File: config.mk
export PLATFORM = sky130hd
export DESIGN_NAME = mdu32
export DESIGN_NICKNAME = d
export VERILOG_FILES = /design/src/rtl/mdu32.sv
export SDC_FILE = /design/constraint.sdc
export NUM_CORES = 1
export LEC_CHECK = 0
export BUFFER_PORTS_ARGS = -buffer_cell sky130_fd_sc_hd__buf_2
export CAP_MARGIN = 25
export CORE_MARGIN = 4
export CORE_UTILIZATION = 53
export CTS_BUF_LIST = sky130_fd_sc_hd__clkbuf_8 sky130_fd_sc_hd__clkbuf_16
export DETAILED_ROUTE_END_ITERATION = 10
export GPL_ROUTABILITY_DRIVEN = 0
export MAX_ROUTING_LAYER = met4
export PLACE_DENSITY = 0.72
export REMOVE_ABC_BUFFERS = 1
export SLEW_MARGIN = 20
export SYNTH_ARGS = -nofsm -noshare
export SYNTH_HDL_FRONTEND = slang
export SYNTH_SLANG_ARGS = --single-unit
export TNS_END_PERCENT = 5
File: constraint.sdc
create_clock -name clk -period 7.3 [get_ports clk]
set_input_delay 0.73 -clock clk [delete_from_list [all_inputs] [get_ports clk]]
set_output_delay 0.73 -clock clk [all_outputs]
set_load 0.02 [all_outputs]
File: src/rtl/mdu32.sv
// Iterative 32-bit multiply/divide unit: radix-2 shift-add multiply and restoring
// divide, one bit per cycle under a start/busy/done handshake.
module mdu32 #(
    parameter int WIDTH = 32
) (
    input  logic             clk,
    input  logic             rst_n,
    input  logic             start,
    input  logic [1:0]       op,
    input  logic [WIDTH-1:0] a,
    input  logic [WIDTH-1:0] b,
    output logic             busy,
    output logic             done,
    output logic [WIDTH-1:0] hi,
    output logic [WIDTH-1:0] lo
);

    localparam int CW = $clog2(WIDTH) + 1;

    localparam logic [1:0] IDLE = 2'd0;
    localparam logic [1:0] BUSY = 2'd1;
    localparam logic [1:0] DONE = 2'd2;

    logic [1:0]         stateQ, stateD;
    logic [CW-1:0]      cntQ, cntD;
    logic [2*WIDTH-1:0] accQ, accD;
    logic [WIDTH-1:0]   divisorQ, divisorD;
    logic               isDivQ, isDivD;
    logic               negResQ, negResD;
    logic               negRemQ, negRemD;
    logic               divZeroQ, divZeroD;
    logic [WIDTH-1:0]   hiQ, hiD;
    logic [WIDTH-1:0]   loQ, loD;

    logic               aNeg, bNeg, accept;
    logic [WIDTH-1:0]   aMag, bMag;
    logic [WIDTH:0]     mulSum, remShift, remDiff;
    logic [2*WIDTH-1:0] mulNext, divNext, stepNext, prodFinal;
    logic [WIDTH-1:0]   quot, rem, quotFinal, remFinal;

    assign aNeg   = op[0] & a[WIDTH-1];
    assign bNeg   = op[0] & b[WIDTH-1];
    assign aMag   = aNeg ? (~a + 1'b1) : a;
    assign bMag   = bNeg ? (~b + 1'b1) : b;
    assign accept = start && (stateQ != BUSY);

    // The accumulator holds {partial product, multiplier} or {remainder, dividend/quotient}.
    assign mulSum   = {1'b0, accQ[2*WIDTH-1:WIDTH]} + (accQ[0] ? {1'b0, divisorQ} : '0);
    assign mulNext  = {mulSum, accQ[WIDTH-1:1]};
    assign remShift = accQ[2*WIDTH-1:WIDTH-1];
    assign remDiff  = remShift - {1'b0, divisorQ};
    assign divNext  = remDiff[WIDTH] ? {accQ[2*WIDTH-2:0], 1'b0}
                                     : {remDiff[WIDTH-1:0], accQ[WIDTH-2:0], 1'b1};
    assign stepNext = isDivQ ? divNext : mulNext;

    // A zero divisor naturally leaves the dividend magnitude as remainder; sign restore yields a.
    assign prodFinal = negResQ ? (~stepNext + 1'b1) : stepNext;
    assign quot      = stepNext[WIDTH-1:0];
    assign rem       = stepNext[2*WIDTH-1:WIDTH];
    assign quotFinal = divZeroQ ? {WIDTH{1'b1}} : (negResQ ? (~quot + 1'b1) : quot);
    assign remFinal  = negRemQ ? (~rem + 1'b1) : rem;

    always_comb begin
        stateD   = stateQ;
        cntD     = cntQ;
        accD     = accQ;
        divisorD = divisorQ;
        isDivD   = isDivQ;
        negResD  = negResQ;
        negRemD  = negRemQ;
        divZeroD = divZeroQ;
        hiD      = hiQ;
        loD      = loQ;
        if (stateQ == BUSY) begin
            accD = stepNext;
            cntD = cntQ + 1'b1;
            if (cntQ == CW'(WIDTH - 1)) begin
                stateD = DONE;
                if (isDivQ) begin
                    hiD = remFinal;
                    loD = quotFinal;
                end else begin
                    hiD = prodFinal[2*WIDTH-1:WIDTH];
                    loD = prodFinal[WIDTH-1:0];
                end
            end
        end else if (accept) begin
            stateD   = BUSY;
            cntD     = '0;
            accD     = {{WIDTH{1'b0}}, aMag};
            divisorD = bMag;
            isDivD   = op[1];
            negResD  = aNeg ^ bNeg;
            negRemD  = aNeg;
            divZeroD = op[1] && (b == '0);
        end else if (stateQ == DONE) begin
            stateD = IDLE;
        end
    end

    always_ff @(posedge clk or negedge rst_n) begin
        if (!rst_n) begin
            stateQ   <= IDLE;
            cntQ     <= '0;
            accQ     <= '0;
            divisorQ <= '0;
            isDivQ   <= 1'b0;
            negResQ  <= 1'b0;
            negRemQ  <= 1'b0;
            divZeroQ <= 1'b0;
            hiQ      <= '0;
            loQ      <= '0;
        end else begin
            stateQ   <= stateD;
            cntQ     <= cntD;
            accQ     <= accD;
            divisorQ <= divisorD;
            isDivQ   <= isDivD;
            negResQ  <= negResD;
            negRemQ  <= negRemD;
            divZeroQ <= divZeroD;
            hiQ      <= hiD;
            loQ      <= loD;
        end
    end

    assign busy = (stateQ == BUSY);
    assign done = (stateQ == DONE);
    assign hi   = hiQ;
    assign lo   = loQ;

endmodule

==> summary.txt, run 1 <==
Synthesis
  – Mean Syn Cell Area: 7.832 µm²
  – Number of synthesized flops with an enable pin: 0
  – Synth cell types: 96
  – FF+latch count, synth: ~170
  – Yosys top cell area share: 28.05%
  – Sequential fraction of the synthesis area: around 28%
  – Synth async-reset ratio: 100.0%
  – Yosys top cell by area: dfrtp_1
  – Synth Instances: 1,959
  – Post-synthesis cell area: between 0.015 and 0.02 mm²
  – Synth warnings: 0
  – Predominant post-synthesis flop cell: dfrtp_1
  – Main area contributors after synthesis: dfrtp_1 28%, nand2_1 6.9%, o21ai_0 6.6%, ha_1 5.8%, xor2_1 4.6%

Pwr
  – Net Switching: 0.005055 W
  – Sw Ratio: 55.33%
  – LEAKAGE: between 7 and 8 nW
  – Reg power frac: roughly 18%
  – Clock Power Share: 10.6%
  – Max VDD drop: 344.5 µV
  – Pint: 0.004081 W
  – Cell Pwr Density: approximately 540 mW/mm²
  – Logic gate share of total power: 71.7%

CTS
  – CTS Hold Buffers Added: 0
  – Clock buffer count from CTS: 17
  – Post-CTS Setup Bufs: 0
  – CTS root buf: clkbuf_16
  – Skew-Pair Late Insertion Delay: 460 ps
  – H-tree depth: 4
  – Resized cells post-CTS: 0
  – CTS tree: done
  – Longest Clk Path Bufs: 2
  – Clk sinks: 172
  – Reg clk slew, reported paths: about 80 ps

Floorplan
  – Die height: roughly 180 µm
  – Die ar.: 0.03174 mm²
  – Die width: around 180 µm
  – Core area: 0.02863 mm²
  – I/O Pins: roughly 140
  – Core Rows: 62
  – Initial core utilization: 53.60%

Cells and area
  – Proportion of layout cells with a drive suffix above 1: roughly 12%
  – Most frequent cells in the layout: 280 x nand2_1, 202 x o21ai_0, 171 x dfrtp_1, 133 x buf_2, 128 x a21oi_1
  – Nets: 2,163
  – Final cell count without fillers: 2,418
  – Diodes inserted: 0
  – Most common cell after layout, fill and taps aside: nand2_1
  – Area delta synth->final: 9.476%
  – # fillers: 2,578

Timing
  – Final period utilization: 81.99%
  – Final setup fails: 0
  – Layout Skew: between 15 and 20 ps
  – FMAX: 167.1 MHz
  – Final hold vios: 0
  – Fin. max-slew vios: 0
  – Worst slew pin tran: 994.6 ps
  – RSZ-0062 raised after global routing: false
  – Fin Setup TNS: 0 ps
  – Slew HR: 33.69%
  – Minimum clock period: 5985 ps

Worst setup path
  – R2r startpoint: accQ[31]$_DFFE_PN0P_
  – Most used cell, CP: inv_1
  – CP max FO: 7
  – Critical Path RT: 7600 ps
  – Worst R2R End: hi[28]$_DFFE_PN0P_
  – Crit-path slowest cell: dfrtp_1
  – Worst setup path end: hi[28]$_DFFE_PN0P_
  – Register-to-register setup slack: 1320 ps
  – Crit end category: flip-flop
  – Critical path launch point type: flip-flop
  – Crit-path max cell delay: about 460 ps
  – Critical path type: reg -> reg
  – Crit path arrival time: 6290 ps
  – Worst setup startpoint: accQ[31]$_DFFE_PN0P_
  – FF-to-FF path depth: 25

Place
  – PortBufs: 134
  – # placed instances: between 2,000 and 2,500
  – DP Wirelength: 36.46 mm

Global route
  – First-pass GRT wire length: 78.10 mm
  – Initial antenna violation count: 0
  – Pin count of the biggest net entering global routing: 107
  – Overall routing resource usage: between 30% and 40%
  – Vias in the first global route: about 14,000
  – Global route overflow: 0

Flow run
  – Maxcap violations: 0

Routing
  – Via density: 6.456
  – Wire per inst: 20.50 µm
  – DR WL met2: ~23 mm
  – DRT Wirelength: 49.58 mm
  – DRT iter0 DRCs: 1,425
  – Via Count: roughly 16,000
  – Metal1 wirelength: 20.98 mm
  – Highest metal used: met4
  – ANT nets after route: 0
  – DRC: 0
  – Met3 wire len: 3.803 mm
  – Pre-antenna DRT Iters: 6

Min path
  – Hold Path Class: in -> async

Run status
  – Status: finished clean
[routing by layer]
layer / GRT usage (%) / vias up
met2: 48.72 / 741
met4: 13.73 / 0
li1: - / 7249
met5: - / -
met1: 41.75 / 7482
met3: 5.129 / 138
[synthesized netlist by cell type, types with 34 or more instances]
master and number:
a21o_1 39, a21oi_1 128, and2_1 41, clkbuf_1 75
dfrtp_1 172, ha_1 71, inv_1 71, nand2_1 281
nand3_1 35, nor2_1 122, nor3_1 48, o211ai_1 34
o21ai_0 202, xnor2_1 77, xor2_1 80
[power by group through the flow]
stage / registers [W] / logic [W] / clock network, W
6_report: 0.00162 / 0.00655 / 0.000967
5_1_grt: 0.00166 / 0.00711 / 0.00101
4_1_cts: 0.00161 / 0.00639 / 0.000967
3_5_place_dp: 0.00162 / 0.00634 / 0
3_3_place_gp: 0.00163 / 0.00620 / 0
2_1_floorplan: 0.00156 / 0.00459 / 0
[worst min path at each step]
stage / cells after the start / endpoint / slack, ps / from
after detailed placement: 2 / hi[19]$_DFFE_PN0P_ / 470 / hi[19]$_DFFE_PN0P_
after floorplan: 0 / accQ[0]$_DFFE_PN0P_ / 430 / rst_n
after global placement: 2 / hi[19]$_DFFE_PN0P_ / 460 / hi[19]$_DFFE_PN0P_
after global routing: 1 / cntQ[3]$_DFFE_PN0P_ / 460 / rst_n
after CTS: 1 / cntQ[5]$_DFFE_PN0P_ / 470 / rst_n
final: 1 / cntQ[3]$_DFFE_PN0P_ / 380 / rst_n
[metrics by stage]
stage               cell area, µm²  power (W)  setup WS, ps  hold slack (ps)  util, %
global placement             16180   0.007832          1640            456.2    56.52
global route                 16800   0.009781         950.1            459.0    58.68
detailed placement           16190   0.007958          1478            466.7    56.57
floorplan                    14850   0.006152         348.8            434.4        -
finish                       16800   0.009137          1315            376.5    58.68
CTS                          16790   0.008968          1411            465.5    58.67
[flip-flops by register name, summed over array words and instances (netlist names)]
name      cells
accQ         64
divisorQ     32
hi           32
lo           32
cntQ          6
stateQ        2
divZeroQ      1
isDivQ        1
negRemQ       1
negResQ       1
[area by class of cell]
class | instances | area, µm² | share of cell area, %
Clock inverter | 15 | 175.2 | 1.043
Multi-Input combinational cell | 1602 | 10290 | 61.24
Clock buffer | 17 | 425.4 | 2.533
Inverter | 72 | 270.3 | 1.609
Sequential cell | 172 | 4308 | 25.65
Tap cell | 384 | 480.5 | 2.860
Timing Repair Buffer | 156 | 852.1 | 5.073
[cell families after synthesis]
logic type / share of synthesized area [%]
buf+inv: 4.974
xor+xnor: 8.962
fa+ha+maj: 6.051
mux: 3.107
flops: 28.05
compound gates: 27.82
simple gates: 21.04
[worst max-delay path, delay by kind of cell (launching register included)]
family,cells,cell delay [ps]
flops,1,460
compound gates,11,2410
buf+inv,3,240
xor+xnor,1,190
simple gates,7,1770
fa+ha+maj,3,750
Power figures use the tool's default switching activity.
==> inputs of run 2 (changes only) <==
==> constraint.sdc (replaced) <==
create_clock -name clk -period 6.23 [get_ports clk]
set_input_delay 0.623 -clock clk [delete_from_list [all_inputs] [get_ports clk]]
set_output_delay 0.623 -clock clk [all_outputs]
set_load 0.02 [all_outputs]
==> run 2 against run 1 <==
Clock skew increased by 0.76 ps; fmax increased by 4.9%; combinational power increased by 17%; highest routed layer unchanged.
==> summary.txt, run 2 (synthesis results as in run 1) <==
Floorplan
  – I/O Pins: 135
  – Core area: 0.02863 mm²
  – Die ar.: 0.03174 mm²
  – Core Rows: just over 60
  – Die width: 178.1 µm
  – Die height: 178.1 µm
  – Initial core utilization: 53.60%

Cells and area
  – Post-route core utilization: 58.70%
  – Diodes inserted: 0
  – Proportion of layout cells with a drive suffix above 1: between 10% and 20%
  – Nets: 2,166
  – Most common cell after layout, fill and taps aside: nand2_1
  – Area delta synth->final: 9.516%
  – Most flops, register: accQ
  – Max reg flops: 64
  – Final Instance Area: 0.01680 mm²
  – Most frequent cells in the layout: 279 x nand2_1, 202 x o21ai_0, 171 x dfrtp_1, 133 x buf_2, 128 x a21oi_1

Worst setup path
  – Crit end category: flip-flop
  – Critical Path RT: between 6000 and 7000 ps
  – FF-to-FF path depth: 25
  – Crit path arrival time: 6030 ps
  – CP max FO: 7
  – Critical path type: reg -> reg
  – Critical path launch point type: flip-flop
  – Worst R2R End: hi[20]$_DFFE_PN0P_
  – R2r startpoint: accQ[31]$_DFFE_PN0P_
  – Register-to-register setup slack: between 500 and 600 ps

Global route
  – Overall routing resource usage: a little under a third
  – First-pass GRT wire length: 78.23 mm
  – Initial antenna violation count: 0
  – Global route overflow: 0
  – Pin count of the biggest net entering global routing: 82
  – Vias in the first global route: 14,300

CTS
  – Clock buffer count from CTS: 17
  – H-tree depth: 4
  – Clk sinks: roughly 170
  – Reg clk slew, reported paths: 80 ps
  – CTS tree: done
  – CTS root buf: clkbuf_16
  – Skew-Pair Late Insertion Delay: 470 ps
  – Longest Clk Path Bufs: 2

Routing
  – Wire per inst: 20.46 µm
  – DRT iter0 DRCs: 1,608
  – DRC: 0
  – DRT Wirelength: between 40 and 50 mm
  – Pre-antenna DRT Iters: 5
  – Via Count: 15,480
  – Via density: 6.395
  – ANT nets after route: 0

Min path
  – Hold Path Class: in -> async

Timing
  – Layout Skew: 17.94 ps
  – Worst slew pin tran: 959.6 ps
  – Min Hold Slack: 145.3 ps
  – Fin Setup TNS: 0 ps
  – Slew HR: roughly 36%
  – FMAX: between 150 and 200 MHz
  – RSZ-0062 raised after global routing: false
  – Final period utilization: 91.61%
  – Final hold vios: 0
  – Fin. max-slew vios: 0
  – Minimum clock period: 5707 ps
  – Final setup fails: 0

Pwr
  – Cell Pwr Density: 633.1 mW/mm²
  – Max VDD drop: around 330 µV
  – LEAKAGE: around 7.5 nW

Flow run
  – Maxcap violations: 0

Place
  – DP Area: about 0.016 mm²
  – DP Wirelength: 36.84 mm
  – PortBufs: 134

Run status
  – Status: finished clean
[run 2: cell types whose count changed in the layout (fill, tap and decap cells not counted), sizes merged]
cell	change
buf	+4
bufinv	-2
clkbuf	+1
clkinv	-2
inv	+2
[run 2: routing by layer]
layer / GRT usage [%] / part of all wire [%] / routed length [µm] / up-vias
met2: 49.93 / 47 / 23260 / 697
met1: 43.00 / 42 / 20980 / 7422
met4: 10.99 / 3.5 / 1730 / 0
met5: - / 0 / 0 / -
li1: - / - / - / 7252
met3: 3.985 / 7.2 / 3558 / 112
[run 2: worst max path at each step]
stage	start	end	slack (ps)	depth (start not counted)
detailed placement	accQ[31]$_DFFE_PN0P_	hi[18]$_DFFE_PN0P_	320	25
floorplan	isDivQ$_DFFE_PN0P_	hi[20]$_DFFE_PN0P_	-720	17
global placement	accQ[31]$_DFFE_PN0P_	hi[30]$_DFFE_PN0P_	580	25
finish	accQ[31]$_DFFE_PN0P_	hi[20]$_DFFE_PN0P_	520	25
global route	accQ[31]$_DFFE_PN0P_	hi[30]$_DFFE_PN0P_	30	25
CTS	accQ[31]$_DFFE_PN0P_	hi[20]$_DFFE_PN0P_	300	25
[run 2: cell type report]
cell class / count / area, µm²
inverters: 72 / 270.3
clock inverters: 13 / 116.4
clock buffers: 19 / 452.9
repair buffers: 159 / 864.6
flip-flops and latches: 172 / 4308
fillers: 2616 / 11820
well taps: 384 / 480.5
multi-input cells: 1602 / 10310
[run 2: power by group]
group | internal [W] | switching, W | total (W)
Clock | 0.000549 | 0.000546 | 0.00109
Combinational | 0.00273 | 0.00492 | 0.00765
Sequential | 0.00145 | 0.000442 | 0.00189
Total | 0.00473 | 0.00591 | 0.0106
[run 2: critical path, cell delays in order, from the launching register on]
cell and delay (ps):
dfrtp_1 450, inv_1 110, ha_1 160, inv_1 50, fa_1 420, a211oi_2 230
o21ai_2 150, o2111a_1 360, o211ai_4 310, a211oi_2 140, nand2_2 180, nand2_1 130
inv_1 80, ha_1 190, nor3b_1 240, o221ai_1 200, or2_2 370, nor2_2 190
nand4_1 230, nor4_2 250, a211oi_1 120, a21o_1 230, nand2b_1 190, o41ai_2 320
xnor2_1 170, o21ai_1 80
[run 2: through the flow]
stage	cells	worst slack, ps	power, W
finish	2421	522.6	0.01064
global route	2421	27.75	0.01139
CTS	2420	297.9	0.01043
detailed placement	2388	322.5	0.009287
global placement	2388	580.6	0.009180
floorplan	1846	-721.2	0.007209
[run 2: what timing repair did]
item / in CTS / in global routing
buffers inserted: 0 / 1
gates resized for setup: 0 / 5
hold buffers: 0 / 0
setup endpoints to repair: 0 / 13
==> inputs of run 3 (changes only) <==
--- a/config.mk
+++ b/config.mk
@@ -5,8 +5,10 @@
 export SDC_FILE = /design/constraint.sdc
 export NUM_CORES = 1
 export LEC_CHECK = 0
+export ABC_AREA = 1
 export BUFFER_PORTS_ARGS = -buffer_cell sky130_fd_sc_hd__buf_2
 export CAP_MARGIN = 25
+export CORE_ASPECT_RATIO = 1.4
 export CORE_MARGIN = 4
 export CORE_UTILIZATION = 53
 export CTS_BUF_LIST = sky130_fd_sc_hd__clkbuf_8 sky130_fd_sc_hd__clkbuf_16
==> run 3 against run 2 <==
Worst hold slack better by 41 ps; synthesized area is 6.8% higher; cell area increased by 6.7%; critical path depth is 9 higher; fmax increased by 13%; first-iteration DRC count is 3.6% lower; sequential power is 4% lower; sequential share of layout area down 1.6 points; critical path type unchanged.
==> summary.txt, run 3 <==
Routing
  – DRC: 0
  – DRT Wirelength: about 57 mm
  – Wire per inst: 17.94 µm
  – ANT nets after route: 0
  – Pre-antenna DRT Iters: 6
  – Via density: 5.746
  – DRT iter0 DRCs: 1,550
  – Via Count: roughly 18,000

Timing
  – RSZ-0062 raised after global routing: false
  – Final setup fails: 0
  – Layout Skew: just over 8 ps
  – FMAX: 198.7 MHz
  – Final period utilization: 80.78%
  – Final hold vios: 0
  – Worst slew pin tran: 907.4 ps
  – Fin Setup TNS: 0 ps
  – Slew HR: between 30 and 40%
  – Minimum clock period: 5032 ps
  – Final worst slack: 1198 ps
  – Fin. max-slew vios: 0

Cells and area
  – Most flops, register: accQ
  – Final cell count without fillers: about 3,200
  – Max reg flops: 64
  – Area delta synth->final: 9.444%
  – Most frequent cells in the layout: 816 x nand2_1, 375 x inv_1, 266 x nor2_1, 196 x nand3_1, 187 x o21ai_0
  – Nets: 2,905
  – Diodes inserted: 0
  – Most common cell after layout, fill and taps aside: nand2_1
  – Proportion of layout cells with a drive suffix above 1: under 10%

Global route
  – Most used routing layer: met2
  – Met2 global-route usage: about 56%
  – Met1 usage: between 30% and 40%
  – Pin count of the biggest net entering global routing: 74
  – Vias in the first global route: about 18,000
  – Initial antenna violation count: 0
  – Grt met3 use: 4.630%
  – First-pass GRT wire length: between 80 and 90 mm
  – Global route overflow: 0
  – Overall routing resource usage: 34.51%

CTS
  – Clk sinks: 172
  – Resized cells post-CTS: 0
  – CTS tree: done
  – Reg clk slew, reported paths: 70 ps
  – CTS Hold Buffers Added: 0
  – Post-CTS Setup Bufs: 0
  – CTS root buf: clkbuf_16
  – Clock buffer count from CTS: 17
  – Skew-Pair Late Insertion Delay: 460 ps
  – H-tree depth: 4
  – Longest Clk Path Bufs: 2

Synthesis
  – Synth Instances: 2,676
  – Yosys top cell by area: dfrtp_1
  – Most common cell in the netlist: nand2_1
  – Sequential fraction of the synthesis area: 26.26%
  – FF+latch count, synth: 172
  – Predominant post-synthesis flop cell: dfrtp_1
  – Synth warnings: 0
  – Post-synth top cells: 816 x nand2_1, 372 x inv_1, 267 x nor2_1
  – Mean Syn Cell Area: 6.124 µm²
  – Post-synthesis cell area: 0.01639 mm²
  – Yosys top cell area share: a little over a quarter
  – Synth async-reset ratio: 100.0%
  – Number of synthesized flops with an enable pin: 0
  – Main area contributors after synthesis: dfrtp_1 26%, nand2_1 19%, inv_1 8.5%, nor2_1 6.1%, nand3_1 6.0%
  – Synth cell types: 52

Pwr
  – LEAKAGE: 9.863 nW
  – Max VDD drop: 246.2 µV
  – Cell Pwr Density: approximately 610 mW/mm²
  – Pwr Total: approximately 0.011 W

Worst setup path
  – Register-to-register setup slack: 1200 ps
  – Critical path launch point type: flip-flop
  – Crit end category: flip-flop
  – Most used cell, CP: nand2_1
  – Critical path type: reg -> reg
  – Crit-path slowest cell: fa_1
  – FF-to-FF path depth: 34
  – Crit-path max cell delay: around 440 ps
  – Critical Path RT: 6590 ps
  – R2r startpoint: accQ[31]$_DFFE_PN0P_
  – Crit path arrival time: around 5400 ps
  – CP max FO: 33
  – Worst R2R End: hi[30]$_DFFE_PN0P_

Floorplan
  – Die ar.: ~0.034 mm²
  – I/O Pins: between 100 and 150
  – Core area: 0.03022 mm²
  – Initial core utilization: 54.24%
  – Die width: approximately 160 µm
  – Die height: approximately 220 µm
  – Core Rows: 75

Flow run
  – Maxcap violations: 0

Place
  – # placed instances: 3,129
  – PortBufs: 134
  – Pre-CTS WS: about 1300 ps
  – DP Wirelength: 44.66 mm

Min path
  – Hold Path Class: in -> async

Run status
  – Status: finished clean
## run 3: cell types whose count changed in the layout (fill, tap and decap cells not counted), sizes merged, moves of 34 or more
cell and delta:
nand3 +165, nand2 +554, o211ai -34, nor2 +165, and2 -39, xnor2 -47
inv +308
## run 3: power by group
group / internal (W) / switching (W) / leakage (nW)
Clock: 0.000712 / 0.000498 / 0.316
Combinational: 0.00237 / 0.00559 / 7.29
Sequential: 0.00143 / 0.000387 / 2.26
## run 3: cells by family after synthesis
| group | share of synthesized area, % |
|---|---|
| XOR/XNOR | 5.024 |
| AO/OA/AOI/OAI | 14.98 |
| multiplexers | 0.06108 |
| flip-flops | 26.26 |
| adder cells (fa/ha/maj) | 5.665 |
| AND/OR/NAND/NOR | 36.89 |
| buffers and inverters | 11.12 |
## run 3: stage by stage
| stage | area [µm²] | hold slack [ps] | util (%) |
|---|---|---|---|
| 3_5_place_dp | 17290 | 461.0 | 57.22 |
| 2_1_floorplan | 16010 | 327.4 | - |
| 5_1_grt | 17940 | 245.7 | 59.36 |
| 6_report | 17940 | 186.4 | 59.36 |
| 4_1_cts | 17940 | 213.4 | 59.36 |
| 3_3_place_gp | 17290 | 461.0 | 57.22 |
## run 3: worst max path at each step
stage | from | to | slack (ps) | cells past startpoint
6_report | accQ[31]$_DFFE_PN0P_ | hi[30]$_DFFE_PN0P_ | 1200 | 34
5_1_grt | accQ[31]$_DFFE_PN0P_ | hi[30]$_DFFE_PN0P_ | 720 | 34
4_1_cts | accQ[31]$_DFFE_PN0P_ | hi[30]$_DFFE_PN0P_ | 1280 | 34
3_5_place_dp | accQ[31]$_DFFE_PN0P_ | hi[30]$_DFFE_PN0P_ | 1300 | 34
3_3_place_gp | accQ[31]$_DFFE_PN0P_ | hi[30]$_DFFE_PN0P_ | 1490 | 34
2_1_floorplan | isDivQ$_DFFE_PN0P_ | hi[30]$_DFFE_PN0P_ | 870 | 20
## run 3: worst max-delay path, delay by kind of cell, from the launching register on
family                   cells  cell delay, ps
AND/OR/NAND/NOR             24            2770
adder cells (fa/ha/maj)      3             770
AO/OA/AOI/OAI                3             650
buffers and inverters        4             380
flip-flops                   1             360
## run 3: final cells by class
| type | instances | area [µm²] |
|---|---|---|
| fillers | 3052 | 12280 |
| multi-input cells | 2038 | 10260 |
| flip-flops and latches | 172 | 4308 |
| inverters | 385 | 1445 |
| repair buffers | 149 | 789.5 |
| well taps | 385 | 481.7 |
| clock buffers | 17 | 425.4 |
| clock inverters | 15 | 221.5 |
## run 3: layer usage
metal,wire length (µm),vias to the layer above
met3,3684,303
met5,0,-
met2,27130,834
li1,-,8789
met4,5648,0
met1,20250,8238
